**src/rtl/mult_issue_sched_pkg.sv**
```systemverilog
// ---------------------------------------------------------------------------
// mult_issue_sched_pkg
// Shared types for the multiply and ALU issue schedulers.
//   WORD_SIZE_P, ROB_ENTRY, NUM_PHYS_REG : datapath and tag-space sizes
//   rob_tag_t / preg_tag_t / word_t      : tag and operand types
//   issue_pkt_t                          : one issued operation
//   rob_age()                            : distance of a tag from the ROB head
//   popcount3()                          : valid count of a 3-deep shadow pipe
// ---------------------------------------------------------------------------
package mult_issue_sched_pkg;

   localparam int WORD_SIZE_P  = 16;
   localparam int ROB_ENTRY    = 16;   // power of two
   localparam int NUM_PHYS_REG = 32;
   localparam int ROB_W        = $clog2(ROB_ENTRY);
   localparam int PR_W         = $clog2(NUM_PHYS_REG);

   typedef logic [ROB_W-1:0]       rob_tag_t;
   typedef logic [PR_W-1:0]        preg_tag_t;
   typedef logic [WORD_SIZE_P-1:0] word_t;

   typedef struct packed {
      logic      valid;
      word_t     op1;
      word_t     op2;
      rob_tag_t  rob_dest;
      preg_tag_t reg_dest;
   } issue_pkt_t;

   // Subtraction in ROB_W bits gives the modulo distance, so a tag that has
   // wrapped past the end of the ROB still reads as younger than the head.
   function automatic rob_tag_t rob_age(input rob_tag_t tag, input rob_tag_t head);
      return rob_tag_t'(tag - head);
   endfunction

   function automatic logic [1:0] popcount3(input logic [2:0] v);
      return {1'b0, v[0]} + {1'b0, v[1]} + {1'b0, v[2]};
   endfunction

endpackage

```
**src/rtl/mult_issue_sched_if.sv**
```systemverilog
// ---------------------------------------------------------------------------
// mult_issue_sched_if
// Bundle between the reservation station / ROB side and the multiply issue
// scheduler.
//   master : drives requests, ROB head, hold and mispredict; sees grant and
//            the registered issue packet
//   slave  : the scheduler itself
// ---------------------------------------------------------------------------
interface mult_issue_sched_if #(
   parameter int NUM_REQ = 4
) ();
   import mult_issue_sched_pkg::*;

   logic      [NUM_REQ-1:0] req_v_i;
   word_t     [NUM_REQ-1:0] req_op1_i;
   word_t     [NUM_REQ-1:0] req_op2_i;
   rob_tag_t  [NUM_REQ-1:0] req_rob_i;
   preg_tag_t [NUM_REQ-1:0] req_reg_i;
   rob_tag_t                rob_head_i;
   logic                    issue_hold_i;
   logic                    mispredict_i;

   logic      [NUM_REQ-1:0] gnt_o;
   logic                    exe_v_o;
   word_t                   operand1_o;
   word_t                   operand2_o;
   rob_tag_t                rob_dest_o;
   preg_tag_t               reg_dest_o;
   logic      [1:0]         inflight_o;
   logic                    idle_o;

   modport master (
      output req_v_i, req_op1_i, req_op2_i, req_rob_i, req_reg_i,
             rob_head_i, issue_hold_i, mispredict_i,
      input  gnt_o, exe_v_o, operand1_o, operand2_o, rob_dest_o,
             reg_dest_o, inflight_o, idle_o
   );

   modport slave (
      input  req_v_i, req_op1_i, req_op2_i, req_rob_i, req_reg_i,
             rob_head_i, issue_hold_i, mispredict_i,
      output gnt_o, exe_v_o, operand1_o, operand2_o, rob_dest_o,
             reg_dest_o, inflight_o, idle_o
   );

endinterface

```
**src/rtl/mult_issue_sched_age_select.sv**
```systemverilog
// ---------------------------------------------------------------------------
// mult_issue_sched_age_select
// Oldest-first selector over NUM_REQ slots, purely combinational.
//   req_v    : slot valid mask
//   req_rob  : ROB tag per slot
//   rob_head : current ROB head
//   gnt      : one-hot winner (zero when no slot is valid)
// Smallest distance from the head wins; equal ages go to the lowest index.
// ---------------------------------------------------------------------------
module mult_issue_sched_age_select
   import mult_issue_sched_pkg::*;
#(
   parameter int NUM_REQ = 4
) (
   input  logic     [NUM_REQ-1:0] req_v,
   input  rob_tag_t [NUM_REQ-1:0] req_rob,
   input  rob_tag_t               rob_head,
   output logic     [NUM_REQ-1:0] gnt
);

   localparam int IDX_W = $clog2(NUM_REQ);

   rob_tag_t [NUM_REQ-1:0] age;

   generate
      for (genvar gi = 0; gi < NUM_REQ; gi++) begin : g_age
         assign age[gi] = rob_age(req_rob[gi], rob_head);
      end
   endgenerate

   logic             found;
   rob_tag_t         best_age;
   logic [IDX_W-1:0] best_idx;

   // Linear scan with a strict compare: a later slot only displaces the
   // current best when it is strictly older, which gives the low-index tie
   // break for free.
   always_comb begin
      found    = 1'b0;
      best_age = '0;
      best_idx = '0;
      for (int i = 0; i < NUM_REQ; i++) begin
         if (req_v[i] && (!found || (age[i] < best_age))) begin
            found    = 1'b1;
            best_age = age[i];
            best_idx = IDX_W'(i);
         end
      end
   end

   always_comb begin
      gnt = '0;
      if (found) begin
         gnt[best_idx] = 1'b1;
      end
   end

endmodule

```
**src/rtl/mult_issue_sched.sv**
```systemverilog
// ---------------------------------------------------------------------------
// mult_issue_sched
// Issue scheduler for the two-stage pipelined multiplier.
//   clk_i      : clock, rising edge
//   reset_n_i  : asynchronous active-low reset
//   bus        : request slots, ROB head, hold/mispredict in; one-hot grant,
//                registered issue packet, in-flight count and idle out
// Each cycle the oldest ready slot (by ROB distance from head) is granted
// combinationally and its fields are captured into the issue register on the
// same edge the slot frees itself. A shadow valid pipe follows the op through
// the multiplier's two stages so inflight_o counts issue + both stages.
// ---------------------------------------------------------------------------
module mult_issue_sched
   import mult_issue_sched_pkg::*;
#(
   parameter int NUM_REQ = 4
) (
   input  logic             clk_i,
   input  logic             reset_n_i,
   mult_issue_sched_if.slave bus
);

   logic [NUM_REQ-1:0] sel_gnt;
   logic [NUM_REQ-1:0] gnt;
   logic               kill;

   issue_pkt_t issue_reg;
   issue_pkt_t issue_next;
   logic [2:1] stage_reg;     // mirrors the multiplier's own stage valids
   logic [2:1] stage_next;

   mult_issue_sched_age_select #(
      .NUM_REQ (NUM_REQ)
   ) u_age_select (
      .req_v    (bus.req_v_i),
      .req_rob  (bus.req_rob_i),
      .rob_head (bus.rob_head_i),
      .gnt      (sel_gnt)
   );

   // Hold and mispredict both suppress the grant; a mispredict additionally
   // clears the shadow pipe below.
   assign kill = bus.issue_hold_i | bus.mispredict_i;
   assign gnt  = kill ? '0 : sel_gnt;

   // Data fields hold when nothing is granted; only valid tracks the grant.
   always_comb begin
      issue_next       = issue_reg;
      issue_next.valid = |gnt;
      for (int i = 0; i < NUM_REQ; i++) begin
         if (gnt[i]) begin
            issue_next.op1      = bus.req_op1_i[i];
            issue_next.op2      = bus.req_op2_i[i];
            issue_next.rob_dest = bus.req_rob_i[i];
            issue_next.reg_dest = bus.req_reg_i[i];
         end
      end
   end

   always_comb begin
      stage_next = {stage_reg[1], issue_reg.valid};
      if (bus.mispredict_i) begin
         stage_next = '0;
      end
   end

   always_ff @(posedge clk_i or negedge reset_n_i) begin
      if (!reset_n_i) begin
         issue_reg <= '0;
         stage_reg <= '0;
      end else begin
         issue_reg <= issue_next;
         stage_reg <= stage_next;
      end
   end

   assign bus.gnt_o      = gnt;
   assign bus.exe_v_o    = issue_reg.valid;
   assign bus.operand1_o = issue_reg.op1;
   assign bus.operand2_o = issue_reg.op2;
   assign bus.rob_dest_o = issue_reg.rob_dest;
   assign bus.reg_dest_o = issue_reg.reg_dest;
   assign bus.inflight_o = popcount3({stage_reg, issue_reg.valid});
   assign bus.idle_o     = (bus.inflight_o == 2'd0) && !(|bus.req_v_i);

endmodule

```
**src/flat_wrapper.sv**
```systemverilog
// flat-port wrapper written by rule: the top's interface ports become plain ports
module mult_issue_sched_flat import mult_issue_sched_pkg::*;
#(
   parameter int NUM_REQ = 4
)
  (clk_i, reset_n_i, bus_req_v_i, bus_req_op1_i, bus_req_op2_i, bus_req_rob_i, bus_req_reg_i, bus_rob_head_i, bus_issue_hold_i, bus_mispredict_i, bus_gnt_o, bus_exe_v_o, bus_operand1_o, bus_operand2_o, bus_rob_dest_o, bus_reg_dest_o, bus_inflight_o, bus_idle_o);
  mult_issue_sched_if #(.NUM_REQ(NUM_REQ)) bus_i ();
  input  logic clk_i;
  input  logic reset_n_i;
  input wire logic [$bits(bus_i.req_v_i)-1:0] bus_req_v_i;
  input wire logic [$bits(bus_i.req_op1_i)-1:0] bus_req_op1_i;
  input wire logic [$bits(bus_i.req_op2_i)-1:0] bus_req_op2_i;
  input wire logic [$bits(bus_i.req_rob_i)-1:0] bus_req_rob_i;
  input wire logic [$bits(bus_i.req_reg_i)-1:0] bus_req_reg_i;
  input wire logic [$bits(bus_i.rob_head_i)-1:0] bus_rob_head_i;
  input wire logic [$bits(bus_i.issue_hold_i)-1:0] bus_issue_hold_i;
  input wire logic [$bits(bus_i.mispredict_i)-1:0] bus_mispredict_i;
  output wire logic [$bits(bus_i.gnt_o)-1:0] bus_gnt_o;
  output wire logic [$bits(bus_i.exe_v_o)-1:0] bus_exe_v_o;
  output wire logic [$bits(bus_i.operand1_o)-1:0] bus_operand1_o;
  output wire logic [$bits(bus_i.operand2_o)-1:0] bus_operand2_o;
  output wire logic [$bits(bus_i.rob_dest_o)-1:0] bus_rob_dest_o;
  output wire logic [$bits(bus_i.reg_dest_o)-1:0] bus_reg_dest_o;
  output wire logic [$bits(bus_i.inflight_o)-1:0] bus_inflight_o;
  output wire logic [$bits(bus_i.idle_o)-1:0] bus_idle_o;
  assign bus_i.req_v_i = bus_req_v_i;
  assign bus_i.req_op1_i = bus_req_op1_i;
  assign bus_i.req_op2_i = bus_req_op2_i;
  assign bus_i.req_rob_i = bus_req_rob_i;
  assign bus_i.req_reg_i = bus_req_reg_i;
  assign bus_i.rob_head_i = bus_rob_head_i;
  assign bus_i.issue_hold_i = bus_issue_hold_i;
  assign bus_i.mispredict_i = bus_mispredict_i;
  assign bus_gnt_o = bus_i.gnt_o;
  assign bus_exe_v_o = bus_i.exe_v_o;
  assign bus_operand1_o = bus_i.operand1_o;
  assign bus_operand2_o = bus_i.operand2_o;
  assign bus_rob_dest_o = bus_i.rob_dest_o;
  assign bus_reg_dest_o = bus_i.reg_dest_o;
  assign bus_inflight_o = bus_i.inflight_o;
  assign bus_idle_o = bus_i.idle_o;
  mult_issue_sched #(.NUM_REQ(NUM_REQ)) u_core (.clk_i(clk_i), .reset_n_i(reset_n_i), .bus(bus_i));
endmodule
```
**config.mk**
```make
export PLATFORM = sky130hd
export DESIGN_NAME = mult_issue_sched_flat
export DESIGN_NICKNAME = d
export VERILOG_FILES = /design/src/rtl/mult_issue_sched_pkg.sv /design/src/rtl/mult_issue_sched_if.sv /design/src/rtl/mult_issue_sched_age_select.sv /design/src/rtl/mult_issue_sched.sv /design/src/flat_wrapper.sv
export SDC_FILE = /design/constraint.sdc
export NUM_CORES = 1
export LEC_CHECK = 0
export CORE_AREA = 5 5 105 107
export CTS_BUF_LIST = sky130_fd_sc_hd__clkbuf_4 sky130_fd_sc_hd__clkbuf_8
export DETAILED_ROUTE_END_ITERATION = 8
export DIE_AREA = 0 0 110 112
export PLACE_DENSITY = 0.9
export SKIP_CTS_REPAIR_TIMING = 1
export SYNTH_ARGS = -nofsm -noshare
export SYNTH_HDL_FRONTEND = slang
export SYNTH_SLANG_ARGS = --single-unit
```
**constraint.sdc**
```tcl
create_clock -name clk_i -period 7.54 [get_ports clk_i]
set_input_delay 1.131 -clock clk_i [delete_from_list [all_inputs] [get_ports clk_i]]
set_output_delay 1.131 -clock clk_i [all_outputs]
set_load 0.05 [all_outputs]
```
==> metrics.csv, run 1 <==
stage,metric,value,unit
global_route,grt_use_met2,0.383,
layout,filler_cell_count,808,
logic_synthesis,synth_commonest_cells,"inv_1, nor2_1, dfrtp_1",
global_route,grt_pass1_vias,4365,
cts,clock_latency,290,ps
detailed_routing,antenna_left,0,
worst_setup_path,worst-path-max-fanout,7,
placement,pre_cts_slack,137,ps
logic_synthesis,synth.area.top_cells,"dfrtp_1, a221oi_2, o221a_1",
placement,placed_area,6150,sq um
worst_setup_path,cp-start-kind,input pin,
sta,max-slew-margin-rel,0.321,
sta,drv_slew,0,
logic_synthesis,syn-num-nets,602,
floorplan,chipWidth,110,um
worst_setup_path,worst-setup-path-type,input pin to primary output,
placement,portBuffers,224,
global_route,antenna_found_initial,0,
cts,numCtsBuffers,5,
logic_synthesis,synth.largest_area_cell,dfrtp_1,
worst_setup_path,worstPathArrival,6110,ps
detailed_routing,wl_per_cell,18.3,um
global_route,track_usage,0.215,
sta,timing.fmax,138,MHz
detailed_routing,drt_iter0_drc,205,
floorplan,core_area,10000,sq um
placement,post-dp-hpwl,10700,um
cts,cts_num_sinks,44,
detailed_routing,viasPerCell,5.28,
layout,insertedDiodeCount,0,
global_route,top_usage_layer,met2,
layout,drive_above_1_share,0.137,
logic_synthesis,synth-async-reset-ratio,1.00,
floorplan,die-area,12300,sq um
worst_setup_path,slowest_delay,450,ps
hold_path,hold_class,register to register,
layout,finalInstanceArea,6340,sq um
cts,clkSlewWorstSetupHoldPaths,90,ps
logic_synthesis,ys_types,45,
global_route,grt_max_degree,45,
power,ir_drop,0.000161,V
sta,skew,7.19,ps
sta,worst_pin_slew,1020,ps
floorplan,start_util,0.379,
cts,htree_levels,2,
logic_synthesis,yosys_warnings,0,
layout,area_delta_synth_final,66.4,%
floorplan,io_pins,225,
sta,tns,0,ps
logic_synthesis,yosysMostFrequentCell,inv_1,
sta,rsz0062_at_grt,no,
sta,setup_viol,0,
floorplan,num_rows,37,
placement,place_inst,743,
sta,fin_crit,7240,ps
flow_run,max-cap-violations,0,
status,status,"finished, final reports clean",
global_route,gr-total-overflow,0,
worst_setup_path,slowest_stage,clkdlybuf4s50_1,
sta,min_period_over_period,0.961,
detailed_routing,drc,0,
detailed_routing,vias,3985,
worst_setup_path,cp-end-kind,primary output,
layout,finish.utilization,0.631,
logic_synthesis,seq_area_frac_synth,0.289,
cts,clockRootBuffer,clkbuf_8,
layout,instances_no_fill,755,
worst_setup_path,required,6410,ps
logic_synthesis,syn_area_per_cell,9.53,sq um
floorplan,die-height,112,um
logic_synthesis,synth_top_area_share,0.289,
cts,cts_tree,yes,
global_route,use_met3,0.0777,
sta,setup_ws,296,ps
logic_synthesis,syn-cell-area,3810,sq um
placement,place.gp.congestion,0.888,
detailed_routing,wl,13800,um
global_route,grt_use_met1,0.239,
logic_synthesis,synth_ff_type,dfrtp_1,
logic_synthesis,synth-edff-count,0,
global_route,grt_pass1_wl,21300,um
logic_synthesis,postSynthCellCount,400,
cts,clock_path_buffers,2,
sta,hold_violations,0,
logic_synthesis,ys_ff_latch,44,
layout,nets,820,
detailed_routing,firstDrtPassIters,4,
power,p_leak,0.00275,uW
power,power_density,284,nW/um^2
## critical path: cells and delay by family
kind / cells / cell delay, ps
AOI/OAI and AO/OA: 9 / 1540
adders and majority gates: 4 / 1380
buffers and inverters: 7 / 1290
and+or+nand+nor: 5 / 590
xor gates and xnor gates: 1 / 180
## layout by cell type (no fill, tap or decap), drive strengths merged, types with 6 or more instances in the layout
| master | count |
|---|---|
| ha | 21 |
| inv | 99 |
| a221oi | 41 |
| o21a | 6 |
| nor2 | 47 |
| a21oi | 7 |
| clkdlybuf4s50 | 218 |
| dfrtp | 44 |
| a21o | 6 |
| xnor2 | 8 |
| clkbuf | 6 |
| nand2 | 10 |
| o221a | 41 |
| buf | 16 |
## area by class of cell
class                           instances  area [sq um]  share of cell area
Tap cell                              136           170              0.0268
Clock buffer                            6          82.6              0.0130
Inverter                              100           375              0.0592
Clock inverter                          2          15.0             0.00237
Sequential cell                        44          1100               0.174
Timing Repair Buffer                  235          2360               0.372
Multi-Input combinational cell        232          2240               0.353
## routing by layer
metal | wire, um | vias up
li1 | - | 1848
met1 | 5220 | 1900
met2 | 6830 | 213
met3 | 1570 | 24
met4 | 219 | 0
met5 | 0 | -
## cells by family (layout without fill, tap and decap cells)
kind of cell / count (synthesis) / after routing / synth area share
simple gates: 79 / 79 / 0.0968
xor+xnor: 12 / 12 / 0.0276
fa+ha+maj: 26 / 26 / 0.0952
compound gates: 115 / 115 / 0.349
buf+inv: 124 / 343 / 0.143
flops: 44 / 44 / 0.289
## where the power goes
group,switching (uW),total [uW],internal (uW),leakage (uW)
clock network,86.6,161,74.3,0.0000434
registers,63.0,403,340,0.000486
logic,711,1240,525,0.00223
## final timing paths
kind / start / end / slack [ps] / cells past startpoint
min in group asynchronous: reset_n_i / u_core.bus.operand2_o[2]$_DFFE_PN0P_ / 1010 / 1
max reg2reg: u_core.bus.operand1_o[14]$_DFFE_PN0P_ / u_core.bus.operand1_o[14]$_DFFE_PN0P_ / 6590 / 3
min reg2reg: u_core.stage_reg[1]$_DFF_PN0_ / u_core.stage_reg[2]$_DFF_PN0_ / 530 / 2
min: u_core.stage_reg[1]$_DFF_PN0_ / u_core.stage_reg[2]$_DFF_PN0_ / 530 / 2
max: bus_rob_head_i[1] / bus_gnt_o[1] / 300 / 26
max in group asynchronous: reset_n_i / u_core.bus.operand2_o[15]$_DFFE_PN0P_ / 5900 / 1
## through the flow
step	hold slack (ps)	power, uW
6_report	534	1800
5_1_grt	567	1900
4_1_cts	547	1790
3_5_place_dp	516	1620
3_3_place_gp	488	1580
2_1_floorplan	478	1190
Power figures use the tool's default switching activity.
==> inputs of run 2 (changes only) <==
Settings changed: CORE_AREA 5 5 105 107 to 5 5 100 102, DIE_AREA 0 0 110 112 to 0 0 105 107, PLACE_DENSITY 0.9 to 0.95, SYNTH_HIERARCHICAL set to 1.
Clock period 7.54 ns to 9 ns, I/O delays scaled along.
==> metrics.csv, run 2 <==
stage,metric,value,unit,change
worst_setup_path,required,7650,ps,+1240 ps
hold_path,hold_class,register to register,,
logic_synthesis,syn_area_per_cell,7.98,sq um,-16%
worst_setup_path,slowest_stage,clkdlybuf4s50_1,,
global_route,top_usage_layer,met2,,
cts,numCtsBuffers,5,,unchanged
sta,timing.fmax,118,MHz,
detailed_routing,vias,4506,,+13%
worst_setup_path,reg2reg_setup_slack,8280,ps,+1690 ps
worst_setup_path,worst-setup-path-type,input pin to primary output,,
hold_path,holdPathEnd,u_core/bus.operand1_o[3]$_DFFE_PN0P_,,
sta,worst_pin_slew,1010,ps,-7.65 ps
layout,layout_commonest_cell,clkdlybuf4s50_1,,
global_route,gr-total-overflow,0,,unchanged
cts,clkSlewWorstSetupHoldPaths,90,ps,about the same
cts,clock_latency,300,ps,about the same
logic_synthesis,seq_area_frac_synth,0.298,,+0.00910
layout,insertedDiodeCount,0,,unchanged
status,status,"finished, final reports clean",,
layout,drive_above_1_share,0.0541,,-0.0833
logic_synthesis,synth_commonest_cells,"nand2_1, a21oi_1, nor2_1",,
hold_path,whs_path_depth,2,,unchanged
detailed_routing,antenna_left,0,,unchanged
power,power,1590,uW,-12%
sta,drv_slew,0,,unchanged
placement,portBuffers,224,,unchanged
cts,clock_path_buffers,2,,unchanged
worst_setup_path,rr_worst_depth,1,,-2
cts,cts_tree,yes,,
worst_setup_path,cpMostUsedCell,ha_1,,
cts,cts_num_sinks,44,,unchanged
logic_synthesis,yosysMostFrequentCell,nand2_1,,
detailed_routing,drc,0,,unchanged
placement,placed_area,5990,sq um,-2.6%
global_route,grt_use_met2,0.483,,+0.100
layout,nets,867,,+5.7%
logic_synthesis,synth-edff-count,0,,unchanged
logic_synthesis,synth.area.top_cells,"dfrtp_1, a221oi_1, ha_1",,
floorplan,io_pins,225,,unchanged
floorplan,core_area,9020,sq um,-10%
global_route,track_usage,0.266,,+0.0513
layout,filler_cell_count,704,,-13%
cts,htree_levels,2,,unchanged
worst_setup_path,r2r_start,u_core/bus.operand1_o[15]$_DFFE_PN0P_,,
logic_synthesis,ys_types,52,,+16%
sta,min_period_over_period,0.945,,
global_route,grt_use_met1,0.311,,+0.0722
logic_synthesis,ys_ff_latch,44,,unchanged
logic_synthesis,synth.largest_area_cell,dfrtp_1,,
power,ir_drop,0.000128,V,-21%
floorplan,num_rows,35,,-5.4%
cts,clockRootBuffer,clkbuf_8,,
worst_setup_path,worstPathArrival,7160,ps,+1050 ps
global_route,use_met3,0.0590,,-0.0187
logic_synthesis,synth-async-reset-ratio,1.00,,unchanged
floorplan,start_util,0.410,,+0.0302
detailed_routing,wl_per_cell,20.0,um,+9.3%
layout,finalInstanceArea,6110,sq um,-3.6%
detailed_routing,wl,15600,um,+13%
floorplan,chipWidth,105,um,-4.5%
logic_synthesis,synth_top_area_share,0.298,,+0.00910
sta,setup_viol,0,,unchanged
global_route,grt_pass1_wl,24400,um,+15%
logic_synthesis,syn-cell-area,3690,sq um,-3.1%
logic_synthesis,postSynthCellCount,463,,+16%
layout,area_delta_synth_final,65.4,%,
floorplan,die-height,107,um,-4.5%
sta,fin_crit,8510,ps,
worst_setup_path,cp-end-kind,primary output,,
global_route,grt_pass1_vias,4631,,+6.1%
detailed_routing,drt_iter0_drc,292,,+42%
placement,post-dp-hpwl,11900,um,+11%
global_route,antenna_found_initial,1,,+1
flow_run,max-cap-violations,0,,unchanged
logic_synthesis,synth_ff_type,dfrtp_1,,
logic_synthesis,yosys_warnings,6,,+6
detailed_routing,firstDrtPassIters,6,,+2
hold_path,hold_path_startpoint,u_core/bus.operand1_o[3]$_DFFE_PN0P_,,
global_route,grt_max_degree,46,,+2.2%
power,power_density,261,nW/um^2,-8.2%
worst_setup_path,slowest_delay,450,ps,about the same
floorplan,die-area,11200,sq um,-8.8%
sta,max-slew-margin-rel,0.326,,+0.00510
placement,place.gp.congestion,0.922,,+3.7%
worst_setup_path,reg2reg_to,u_core/bus.operand1_o[15]$_DFFE_PN0P_,,
worst_setup_path,cp-start-kind,input pin,,
power,p_leak,0.00247,uW,-10%
layout,layout_common_cells,"clkdlybuf4s50_1, nand2_1, a21oi_1",,
logic_synthesis,syn-num-nets,665,,+10%
sta,skew,3.52,ps,-3.68 ps
detailed_routing,viasPerCell,5.80,,+9.9%
sta,hold_violations,0,,unchanged
worst_setup_path,worst-path-max-fanout,8,,+1
-- run 2: where the power goes --
part | leakage (uW) | internal [uW] | switching, uW
logic | 0.00187 | 401 | 698
clock network | 0.0000548 | 83.8 | 77.0
registers | 0.000550 | 285 | 47.6
total | 0.00247 | 770 | 823
-- run 2: cell type report --
cell class / count / area [sq um] / area share
multi-input combinational: 366 / 2370 / 0.388
timing repair buffer: 232 / 2320 / 0.380
sequential: 44 / 1100 / 0.180
tap: 111 / 139 / 0.0227
clock buffer: 5 / 68.8 / 0.0113
inverter: 16 / 60.1 / 0.00983
clock inverter: 3 / 46.3 / 0.00757
-- run 2: how the worst max path moves through the flow --
stage	start	end	slack (ps)	depth (start not counted)
final	bus_rob_head_i[1]	bus_gnt_o[1]	490	27
after global routing	bus_rob_head_i[1]	bus_gnt_o[1]	-6	27
after CTS	bus_rob_head_i[1]	bus_gnt_o[1]	270	27
after detailed placement	bus_rob_head_i[1]	bus_gnt_o[1]	290	27
after global placement	bus_rob_head_i[1]	bus_gnt_o[1]	570	27
after floorplan	bus_rob_head_i[1]	bus_gnt_o[3]	1120	26
-- run 2: worst max-delay path, delay by kind of cell --
kind,cells,cell delay [ps]
simple gates,6,660
mux,1,260
buf+inv,4,990
fa+ha+maj,4,1250
xor+xnor,1,170
compound gates,11,2470
-- run 2: cells by family (layout without fill, tap and decap cells) --
| logic type | Yosys count | in the layout | share of synthesized area |
|---|---|---|---|
| compound gates | 198 | 198 | 0.332 |
| fa+ha+maj | 26 | 26 | 0.0982 |
| buf+inv | 53 | 256 | 0.0684 |
| flops | 44 | 44 | 0.298 |
| xor+xnor | 12 | 12 | 0.0284 |
| simple gates | 126 | 126 | 0.162 |
| mux | 4 | 4 | 0.0135 |
-- run 2: stage by stage --
| stage | std cells | hold WS (ps) | util | TNS, ps | setup WS [ps] |
|---|---|---|---|---|---|
| after global routing | 777 | 525 | 0.678 | -5.73 | -5.73 |
| after detailed placement | 769 | 476 | 0.664 | 0 | 289 |
| final | 777 | 496 | 0.678 | 0 | 492 |
| after CTS | 777 | 497 | 0.676 | 0 | 273 |
| after floorplan | 463 | 491 | - | 0 | 1120 |
| after global placement | 769 | 467 | 0.664 | 0 | 565 |
-- run 2: layer usage --
| metal | routed length [um] | up-vias | share of wire |
|---|---|---|---|
| li1 | - | 2094 | - |
| met1 | 6100 | 2150 | 0.39 |
| met2 | 7970 | 226 | 0.51 |
| met3 | 1110 | 34 | 0.071 |
| met4 | 386 | 2 | 0.025 |
| met5 | 7 | - | 0.00045 |
==> inputs of run 3 (changes only) <==
Settings changed: CORE_AREA 5 5 100 102 to 5 5 104 106, DIE_AREA 0 0 105 107 to 0 0 109 111, PLACE_DENSITY 0.95 to 0.9.
Clock period 9 ns to 9.1 ns, I/O delays scaled along.
==> metrics.csv, run 3 (same netlist as run 2, synthesis figures left out) <==
stage,metric,value,unit,change
worst_setup_path,cp-end-kind,primary output,,
placement,portBuffers,224,,unchanged
placement,post-dp-hpwl,12000,um,+0.81%
layout,drive_above_1_share,0.0526,,-0.00150
worst_setup_path,slowest_delay,400,ps,-50 ps
worst_setup_path,cp_top_family,compound AO/OA/AOI/OAI gates,,
detailed_routing,drt_iter0_drc,264,,-9.6%
worst_setup_path,slowest_stage,clkdlybuf4s50_1,,
detailed_routing,viasPerCell,5.55,,-4.4%
detailed_routing,drt-met1-wl,5990,um,-1.7%
sta,timing.fmax,116,MHz,
global_route,antenna_found_initial,1,,unchanged
floorplan,start_util,0.382,,-0.0280
power,p_leak,0.00247,uW,about the same
cts,clockRootBuffer,clkbuf_8,,
detailed_routing,vias,4432,,-1.6%
hold_path,whs_path_depth,2,,unchanged
cts,clkSlewWorstSetupHoldPaths,90,ps,about the same
worst_setup_path,worst-setup-path-type,input pin to primary output,,
sta,worst_pin_slew,1020,ps,+11.6 ps
floorplan,core_area,9680,sq um,+7.4%
cts,clock_path_buffers,2,,unchanged
detailed_routing,wl_per_cell,19.7,um,-1.9%
floorplan,chipWidth,109,um,+3.8%
worst_setup_path,cpMostUsedCell,ha_1,,
cts,cts_tree,yes,,
detailed_routing,antenna_left,0,,unchanged
detailed_routing,firstDrtPassIters,5,,-1
sta,fin_crit,8590,ps,
detailed_routing,wl_met3,1450,um,+31%
sta,skew,3.83,ps,+0.314 ps
worst_setup_path,reg2reg_setup_slack,8400,ps,+120 ps
sta,rsz0062_at_grt,no,,
sta,hold_violations,0,,unchanged
worst_setup_path,worst-path-max-fanout,8,,unchanged
power,power_density,256,nW/um^2,-1.7%
hold_path,hold_class,register to register,,
flow_run,max-cap-violations,0,,unchanged
worst_setup_path,cp-start-kind,input pin,,
sta,setup_viol,0,,unchanged
cts,clock_latency,290,ps,about the same
detailed_routing,route.met2.wl,7810,um,-1.9%
worst_setup_path,critical_path_buf_inv_count,4,,unchanged
detailed_routing,drc,0,,unchanged
global_route,track_usage,0.246,,-0.0204
global_route,grt_max_degree,46,,unchanged
worst_setup_path,reg2reg_to,u_core/bus.operand1_o[15]$_DFFE_PN0P_,,
layout,finish.utilization,0.633,,-0.0442
placement,place.gp.congestion,0.908,,-1.5%
cts,cts_num_sinks,44,,unchanged
worst_setup_path,rr_worst_depth,1,,unchanged
detailed_routing,wl,15700,um,+0.90%
sta,min_period_over_period,0.944,,
floorplan,die-height,111,um,+3.7%
global_route,grt_pass1_wl,23700,um,-2.9%
layout,insertedDiodeCount,0,,unchanged
global_route,grt_pass1_vias,4496,,-2.9%
worst_setup_path,r2r_start,u_core/bus.operand1_o[15]$_DFFE_PN0P_,,
power,ir_drop,0.000111,V,-13%
floorplan,die-area,12100,sq um,+7.7%
layout,area_delta_synth_final,66.0,%,
layout,filler_cell_count,812,,+15%
hold_path,holdPathEnd,u_core/bus.reg_dest_o[0]$_DFFE_PN0P_,,
hold_path,hold_path_startpoint,u_core/bus.reg_dest_o[0]$_DFFE_PN0P_,,
floorplan,num_rows,36,,+2.9%
global_route,gr-total-overflow,0,,unchanged
layout,layout_commonest_cell,clkdlybuf4s50_1,,
layout,layout_common_cells,"clkdlybuf4s50_1, nand2_1, a21oi_1",,
floorplan,io_pins,225,,unchanged
status,status,"finished, final reports clean",,
worst_setup_path,worstPathArrival,7220,ps,+60 ps
worst_setup_path,required,7740,ps,+90 ps
layout,nets,867,,unchanged
sta,max-slew-margin-rel,0.318,,-0.00776
cts,htree_levels,2,,unchanged
cts,numCtsBuffers,5,,unchanged
sta,drv_slew,0,,unchanged
sta,tns,0,ps,unchanged
detailed_routing,topRoutingLayerUsed,met5,,
[run 3: cell count changes in the layout (fill, tap and decap cells not counted)]
cell      previous run  this run
a211oi_1             0         2
o21ai_1             43        42
o21ai_2              0         1
a211oi_2             2         0
[run 3: power by group]
part           switching (uW)  internal [uW]
Clock                    73.7           82.8
Sequential               46.3            282
Combinational             691            396
Total                     811            761
[run 3: area by class of cell]
type / count / area (sq um) / area share
Inverter: 16 / 60.1 / 0.00979
Tap cell: 133 / 166 / 0.0271
Timing Repair Buffer: 232 / 2320 / 0.379
Clock inverter: 3 / 46.3 / 0.00755
Multi-Input combinational cell: 366 / 2370 / 0.386
Clock buffer: 5 / 68.8 / 0.0112
Sequential cell: 44 / 1100 / 0.180
[run 3: worst max-delay path by stage]
stage	start	endpoint	cells after the start
6_report	bus_rob_head_i[1]	bus_gnt_o[1]	26
3_5_place_dp	bus_rob_head_i[1]	bus_gnt_o[1]	27
5_1_grt	bus_rob_head_i[1]	bus_gnt_o[1]	27
4_1_cts	bus_rob_head_i[1]	bus_gnt_o[1]	27
3_3_place_gp	bus_rob_head_i[1]	bus_gnt_o[1]	27
2_1_floorplan	bus_rob_head_i[1]	bus_gnt_o[3]	26
[run 3: through the flow]
stage	instances	hold slack, ps	power [uW]	cell area (sq um)	worst slack, ps
CTS	799	498	1580	6130	488
global placement	791	469	1380	6010	652
finish	799	493	1570	6130	513
global route	799	523	1660	6130	21.8
floorplan	463	491	1020	3690	1190
detailed placement	791	475	1420	6010	499
[run 3: routing by layer]
metal,GRT usage,vias to the layer above
met3,0.0577,34
met2,0.434,204
met1,0.290,2101
li1,-,2091
met4,0.0774,2
met5,0,-
